### src/rtl/sdp_ram_frame_reader.sv
// rtl/sdp_ram_frame_reader.sv - read-side frame streamer for the 2048x8 simple-dual-port RAM buffer
// Reads LEN bytes from BASE_ADDR with circular wrap and presents them as a valid/ready stream.
module sdp_ram_frame_reader #(
  parameter int ADDR_W = 11,
  parameter int DATA_W = 8
) (
  input  logic              CLK,
  input  logic              RST,
  input  logic              START,
  input  logic [ADDR_W-1:0] BASE_ADDR,
  input  logic [ADDR_W:0]   LEN,
  output logic [ADDR_W-1:0] RADDR,
  output logic              REN,
  input  logic [DATA_W-1:0] RD,
  output logic [DATA_W-1:0] DOUT,
  output logic              DOUT_VALID,
  input  logic              DOUT_READY,
  output logic              DOUT_LAST,
  output logic              BUSY,
  output logic              DONE
);

  localparam logic [1:0] S_IDLE  = 2'd0;
  localparam logic [1:0] S_READ  = 2'd1;
  localparam logic [1:0] S_DRAIN = 2'd2;
  localparam logic [1:0] S_FIN   = 2'd3;

  localparam logic [ADDR_W:0]   DEPTH    = {1'b1, {ADDR_W{1'b0}}};
  localparam logic [ADDR_W:0]   CNT_ONE  = {{ADDR_W{1'b0}}, 1'b1};
  localparam logic [ADDR_W:0]   CNT_ZERO = '0;
  localparam logic [ADDR_W-1:0] ADDR_ONE = {{(ADDR_W-1){1'b0}}, 1'b1};

  logic [1:0]        state;
  logic [1:0]        state_nxt;
  logic [ADDR_W-1:0] addr;
  logic [ADDR_W:0]   rem_issue;
  logic [ADDR_W:0]   rem_out;
  logic [ADDR_W:0]   sat_len;
  logic              inflight;
  logic              empty_frame;
  logic              done_q;

  logic [DATA_W-1:0] fifo_mem [0:1];
  logic              wr_ptr;
  logic              rd_ptr;
  logic [1:0]        fifo_count;

  logic              pop;
  logic              issue;
  logic              last_pop;
  logic [2:0]        credit;

  assign sat_len = (LEN > DEPTH) ? DEPTH : LEN;

  assign DOUT_VALID = (fifo_count != 2'd0);
  assign DOUT       = DOUT_VALID ? fifo_mem[rd_ptr] : '0;
  assign DOUT_LAST  = DOUT_VALID && (rem_out == CNT_ONE);
  assign BUSY       = (state != S_IDLE);
  assign DONE       = done_q;
  assign RADDR      = addr;
  assign REN        = issue;

  assign pop      = DOUT_VALID && DOUT_READY;
  assign last_pop = pop && (rem_out == CNT_ONE);

  // Bytes already held or on their way back from the RAM, after this cycle's pop;
  // keeping this below 2 means the 2-entry FIFO can always absorb the returning byte.
  assign credit = {1'b0, fifo_count} + {2'b00, inflight} - {2'b00, pop};
  assign issue  = (state == S_READ) && (rem_issue != CNT_ZERO) && (credit < 3'd2);

  always_comb begin
    state_nxt = state;
    case (state)
      S_IDLE: begin
        if (START) begin
          state_nxt = (sat_len == CNT_ZERO) ? S_FIN : S_READ;
        end
      end
      S_READ: begin
        if (issue && (rem_issue == CNT_ONE)) begin
          state_nxt = S_DRAIN;
        end
      end
      S_DRAIN: begin
        if (last_pop) begin
          state_nxt = S_FIN;
        end
      end
      default: state_nxt = S_IDLE;
    endcase
  end

  always_ff @(posedge CLK or posedge RST) begin
    if (RST) begin
      state       <= S_IDLE;
      addr        <= '0;
      rem_issue   <= '0;
      rem_out     <= '0;
      inflight    <= 1'b0;
      empty_frame <= 1'b0;
      done_q      <= 1'b0;
      fifo_mem[0] <= '0;
      fifo_mem[1] <= '0;
      wr_ptr      <= 1'b0;
      rd_ptr      <= 1'b0;
      fifo_count  <= 2'd0;
    end else begin
      state <= state_nxt;

      if ((state == S_IDLE) && START) begin
        addr        <= BASE_ADDR;
        rem_issue   <= sat_len;
        rem_out     <= sat_len;
        empty_frame <= (sat_len == CNT_ZERO);
      end else begin
        if (issue) begin
          addr      <= addr + ADDR_ONE;
          rem_issue <= rem_issue - CNT_ONE;
        end
        if (pop) begin
          rem_out <= rem_out - CNT_ONE;
        end
      end

      inflight <= issue;

      if (inflight) begin
        fifo_mem[wr_ptr] <= RD;
        wr_ptr           <= ~wr_ptr;
      end
      if (pop) begin
        rd_ptr <= ~rd_ptr;
      end
      fifo_count <= fifo_count + {1'b0, inflight} - {1'b0, pop};

      // A zero-length frame has no final pop, so its completion pulse follows FIN instead.
      done_q <= last_pop || ((state == S_FIN) && empty_frame);
    end
  end

  assert property (@(posedge CLK) disable iff (RST)
    !(inflight && (fifo_count == 2'd2) && !pop));

endmodule
### config.mk
export PLATFORM = sky130hd
export DESIGN_NAME = sdp_ram_frame_reader
export DESIGN_NICKNAME = d
export VERILOG_FILES = /design/src/rtl/sdp_ram_frame_reader.sv
export SDC_FILE = /design/constraint.sdc
export NUM_CORES = 1
export LEC_CHECK = 0
export CAP_MARGIN = 0
export CORE_ASPECT_RATIO = 1.5
export CORE_MARGIN = 4
export CORE_UTILIZATION = 23
export DETAILED_ROUTE_END_ITERATION = 16
export PLACE_DENSITY = 0.43
export REMOVE_ABC_BUFFERS = 1
export SLEW_MARGIN = 25
export SYNTH_ARGS = -nofsm -noshare
export SYNTH_HDL_FRONTEND = slang
export SYNTH_SLANG_ARGS = --single-unit
### constraint.sdc
create_clock -name CLK -period 9.5 [get_ports CLK]
set_input_delay 1.9 -clock CLK [delete_from_list [all_inputs] [get_ports CLK]]
set_output_delay 1.9 -clock CLK [all_outputs]
set_load 0.03 [all_outputs]
# ---- Word-level counts from Yosys, hierarchy flattened
# Index checks and enable logic that the tools add are counted.
# Widths: inputs -> output; s select.
dict set report op_classes {
  add_sub_neg 7
  multipliers 0
  n_div 0
  magnitude_cmp 5
  eq_ne 8
  shift 0
  n_mux 19
  n_bitwise 4
  n_reduce_logical 18
}
# op count
set ops {}
lappend ops {{$mux 12} 5}
lappend ops {{$mux 8} 5}
lappend ops {{$eq 12x1->1 const B} 2}
lappend ops {{$sub 12x1->12 const B} 2}
lappend ops {{$mux 11} 2}
lappend ops {{$bwmux 16} 1}
lappend ops {{$gt 12x12->1 const B} 1}
lappend ops {{$logic_not 12->1} 1}
lappend ops {{$reduce_bool 12->1} 1}
lappend ops {{$add 11x1->11 const B} 1}
lappend ops {{$logic_and 1x1->1} 9}
lappend ops {{$demux 8 s1} 1}
lappend ops {{$mux 2} 4}
lappend ops {{$reduce_bool 2->1} 4}
lappend ops {{$pmux 2 s3} 1}
lappend ops {{$eq 2x2->1 const B} 2}
lappend ops {{$ge 2x2->1 const B} 2}
lappend ops {{$ne 2x2->1 const B} 2}
lappend ops {{$not 1->2} 2}
lappend ops {{$add 2x1->3} 1}
lappend ops {{$lt 3x2->1 const B} 1}
lappend ops {{$reduce_and 3->1} 1}
lappend ops {{$sub 3x1->3} 1}
lappend ops {{$add 2x1->2} 1}
lappend ops {{other kinds (7)} 8}
dict set report word_totals {
  register_bits 60
  latchBits 0
  ramBits 0
  rom_bits 0
  inputBits 35
  out_inout_bits 24
  mem_count 0
}

# ---- Depth between registers and ports, before layout
dict set report depth {
  word_depth 8
  mapped_depth 13
  mapped_depth_nobuf 12
}

# ---- Worst setup path after synthesis
# No wires, ideal clock.
dict set report synth_timing {
  path_kind {in2out}
  start {in DOUT_READY}
  end {out REN}
  t_arrival_ns 4.438
  required_time_ns 7.600
  setup_slack_ns 3.162
  cell_stages 11
  path_buffers 1
  path_cell_list {o21ai_1 clkinv_1 ha_1 inv_1 ha_1 fa_1 nor2b_1 and2_1 clkbuf_1 nand2_2 inv_1}
}
dict set report synth_via {
  elab_chain_len 4
}
# item line
set synth_lines {}
lappend synth_lines {{from (decl)} 17} ;# input logic DOUT_READY,
lappend synth_lines {{$logic_and 1x1->1} 63} ;# assign pop = DOUT_VALID && DOUT_READY;
lappend synth_lines {{named net pop} 48} ;# logic pop;
lappend synth_lines {{$sub 3x1->3} 68} ;# assign credit = {1'b0, fifo_count} + {2'b00, inflight} - {2'b00, pop};
lappend synth_lines {{named net credit[1]} 51} ;# logic [2:0] credit;
lappend synth_lines {{$lt 3x2->1} 69} ;# assign issue = (state == S_READ) && (rem_issue != CNT_ZERO) && (credit < 3'd2);
lappend synth_lines {{$logic_and 1x1->1} 69}
lappend synth_lines {{to (decl)} 13} ;# output logic REN,
# The timed path passes the listed nets, and every way through them passes these cells.

# ---- Worst setup path after layout
# Ends and elaborated chain as after synthesis.

==> summary.md <==
| Metric | Value |
|---|---|
| Worst Tran Pin Value | `0.914 ns` |
| Worst skew pair latency | `0.33 ns` |
| Rel. slew slack | `38.5%` |
| Std cell rows | `53` |
| Sequential area share after synthesis | `45.9%` |
| Layout cells sized above 1 | `10.6%` |
| Cells after DPL | `571` |
| R2R depth | `11` |
| Fill count | `1481` |
| Starting Density | `23.4%` |
| Worst EP required | `7.60 ns` |
| GRT Total Usage | `12.0%` |
| Cells after synthesis | `328` |
| Die ar. | `16200 µm²` |
| Hold Buf Count CTS | `0` |
| CP max stage delay | `0.71 ns` |
| Fmax achieved | `0.131 GHz` |
| Most frequent cells in the layout | `60 x dfrtp_1, 58 x clkdlybuf4s50_1, 26 x nand2_1` |
| Post-CTS Setup Bufs | `0` |
| Final antenna-violating net count | `0` |
| Post-Route Skew | `0.00605 ns` |
| RSZ-0062 raised after global routing | `no` |
| Critical path capture point type | `output port` |
| Max VDD drop | `0.0839 mV` |
| Initial antenna violation count | `0` |
| IO Port Bufs | `58` |
| Cell count of the worst hold path | `1` |
| Post-Syn Area | `3270 µm²` |
| Fin Hold WS | `0.482 ns` |
| Sequence of cells on the critical path | `clkdlybuf4s50_1, o21ai_1, clkinv_1, ha_1, inv_1, ha_1, fa_1, nor2b_1, and2_1, nand2_2, inv_1, clkdlybuf4s50_1` |
| Post-CTS resize count | `0` |
| Worst Slack Setup Final | `1.85 ns` |
| Via density | `4.56` |
| First-pass GRT wire length | `15200 µm` |
| Setup TNS | `0 ns` |
| Worst-path clk slew | `0.05 ns` |
| Clock Sinks | `60` |
| Status | `finished clean` |
| Final WL | `9010 µm` |
| Reg-to-reg critical path startpoint | `fifo_count[1]` |
| Max Root-Sink Buffers | `2` |
| MaxCap Viol Count | `0` |
| Final min period | `7.65 ns` |
| Vias in the first global route | `2866` |
| PwrDens | `357 nW/µm²` |
| Hold wc startpoint | `wr_ptr` |
| Max-slew violation count | `0` |
| Period Utilization, post-route | `80.5%` |
| Fin nets | `439` |
| Pre-CTS setup slack | `1.77 ns` |
| DRC errors left | `0` |
| Remaining Overflow, GRT | `0` |
| Synth Warn # | `0` |
| HPWL Detailed | `6570 µm` |
| Synthesized area per cell | `9.98 µm²` |
| Final GP Congestion | `0.755` |
| Critical path fanouts, max | `10` |
| Number of flops mapped to enable cells by yosys | `0` |
| N_diodes | `0` |
| Worst setup startpoint | `DOUT_READY` |
| Die height | `154 µm` |
| CTS H-tree lvls | `3` |
| Commonest non-fill, non-tap cell in the layout | `dfrtp_1` |
| Worst path slowest cell | `clkdlybuf4s50_1` |
| Largest net degree at the start of global routing | `61` |
| Root Buffer Master | `clkbuf_16` |
| FF+latch count, synth | `60` |
| CTS tree | `built` |
| Core box area | `14000 µm²` |
| # IOs | `59` |
| Distinct cells, synth | `47` |
| Lkg Pwr | `0.00178 µW` |
| Startpoint types | `primary input` |
| CTS Buf Count | `9` |
| Routed WL per cell | `15.3 µm` |
| Die Span X | `105 µm` |
| Final setup vio count | `0` |
| Layout area overhead | `34.3%` |
| Final Hold Vio Count | `0` |
| Hold Crit Class | `reg2reg` |
| Non-Filler Instances | `587` |
| Main synth FF type | `dfrtp_1` |
| Worst path arrival time | `5.75 ns` |
| Async S/R FF share, synth | `100%` |
| Starting DRT DRC Count | `108` |
| Via Count | `2679` |
| Drt first pass iters | `5` |
| Crit Path Class | `in2out` |
where the power goes:
| group | switching, µW | internal (µW) | total [µW] |
|---|---|---|---|
| registers | 127 | 379 | 505 |
| logic | 393 | 319 | 712 |
| clock network | 114 | 235 | 349 |
worst paths after layout:
path / endpoint / slack, ns
max in group asynchronous: rem_out[6] / 6.85
setup / recovery: REN / 1.85
hold reg to reg: wr_ptr / 0.48
setup reg to reg: RADDR[9] / 5.61
hold / removal: wr_ptr / 0.48
min in group asynchronous: RADDR[5] / 2.13
through the flow:
step / cell area, µm² / power, µW / util (%)
2_1_floorplan: 3230 / 968 / -
3_3_place_gp: 4080 / 1220 / 29.1
3_5_place_dp: 4080 / 1240 / 29.1
4_1_cts: 4390 / 1600 / 31.4
5_1_grt: 4390 / 1690 / 31.4
6_report: 4390 / 1570 / 31.4
synth_stat cells (6+ instances only):
| cell | n | area (µm²) |
|---|---|---|
| inv_1 | 14 | 52.6 |
| ha_1 | 13 | 163 |
| a21oi_1 | 24 | 120 |
| nand4_1 | 6 | 37.5 |
| clkbuf_1 | 9 | 33.8 |
| nor4_1 | 8 | 50.1 |
| xnor2_1 | 10 | 87.6 |
| dfrtp_1 | 60 | 1500 |
| nor2_1 | 23 | 86.3 |
| mux2_2 | 17 | 191 |
| o21ai_0 | 16 | 80.1 |
| nand2_1 | 26 | 97.6 |
| nand3_1 | 11 | 55.1 |
| xor2_1 | 15 | 131 |
| mux2i_1 | 10 | 100 |
| nor3_1 | 13 | 65.1 |
kinds of logic (layout without fill, tap and decap cells):
group / after synthesis / count (layout) / synth area share (%)
and+or+nand+nor: 114 / 114 / 18.2
AOI/OAI and AO/OA: 61 / 61 / 11.2
adders and majority gates: 14 / 14 / 5.58
xor gates and xnor gates: 26 / 26 / 7.19
muxes: 27 / 27 / 8.91
buffers and inverters: 26 / 93 / 3.02
DFF: 60 / 60 / 45.9
per-layer routing:
metal	vias up	global-route usage (%)	share of wire (%)
li1	1307	-	-
met4	0	4.75	2.3
met5	-	0	0
met3	10	3.70	5.9
met1	1286	14.3	41
met2	76	20.0	51
area by class of cell:
| cell class | instances | area, µm² | area share, % |
|---|---|---|---|
| flip-flops and latches | 60 | 1500 | 34.2 |
| well taps | 192 | 240 | 5.47 |
| inverters | 16 | 60.1 | 1.37 |
| repair buffers | 61 | 603 | 13.7 |
| clock inverters | 5 | 75.1 | 1.71 |
| clock buffers | 11 | 243 | 5.52 |
| multi-input cells | 242 | 1670 | 38.0 |
flip-flops by register name, indices dropped and copies added, names as in the netlist, 2 cells and up:
register    cells
RADDR          11
state           2
fifo_count      2
rem_out        12
rem_issue      12
fifo_mem       16
critical path, delay by kind of cell:
kind,cells,cell delay [ns]
simple gates,3,0.82
buf+inv,5,1.76
compound gates,1,0.26
fa+ha+maj,3,1.02
Power figures use the tool's default switching activity.
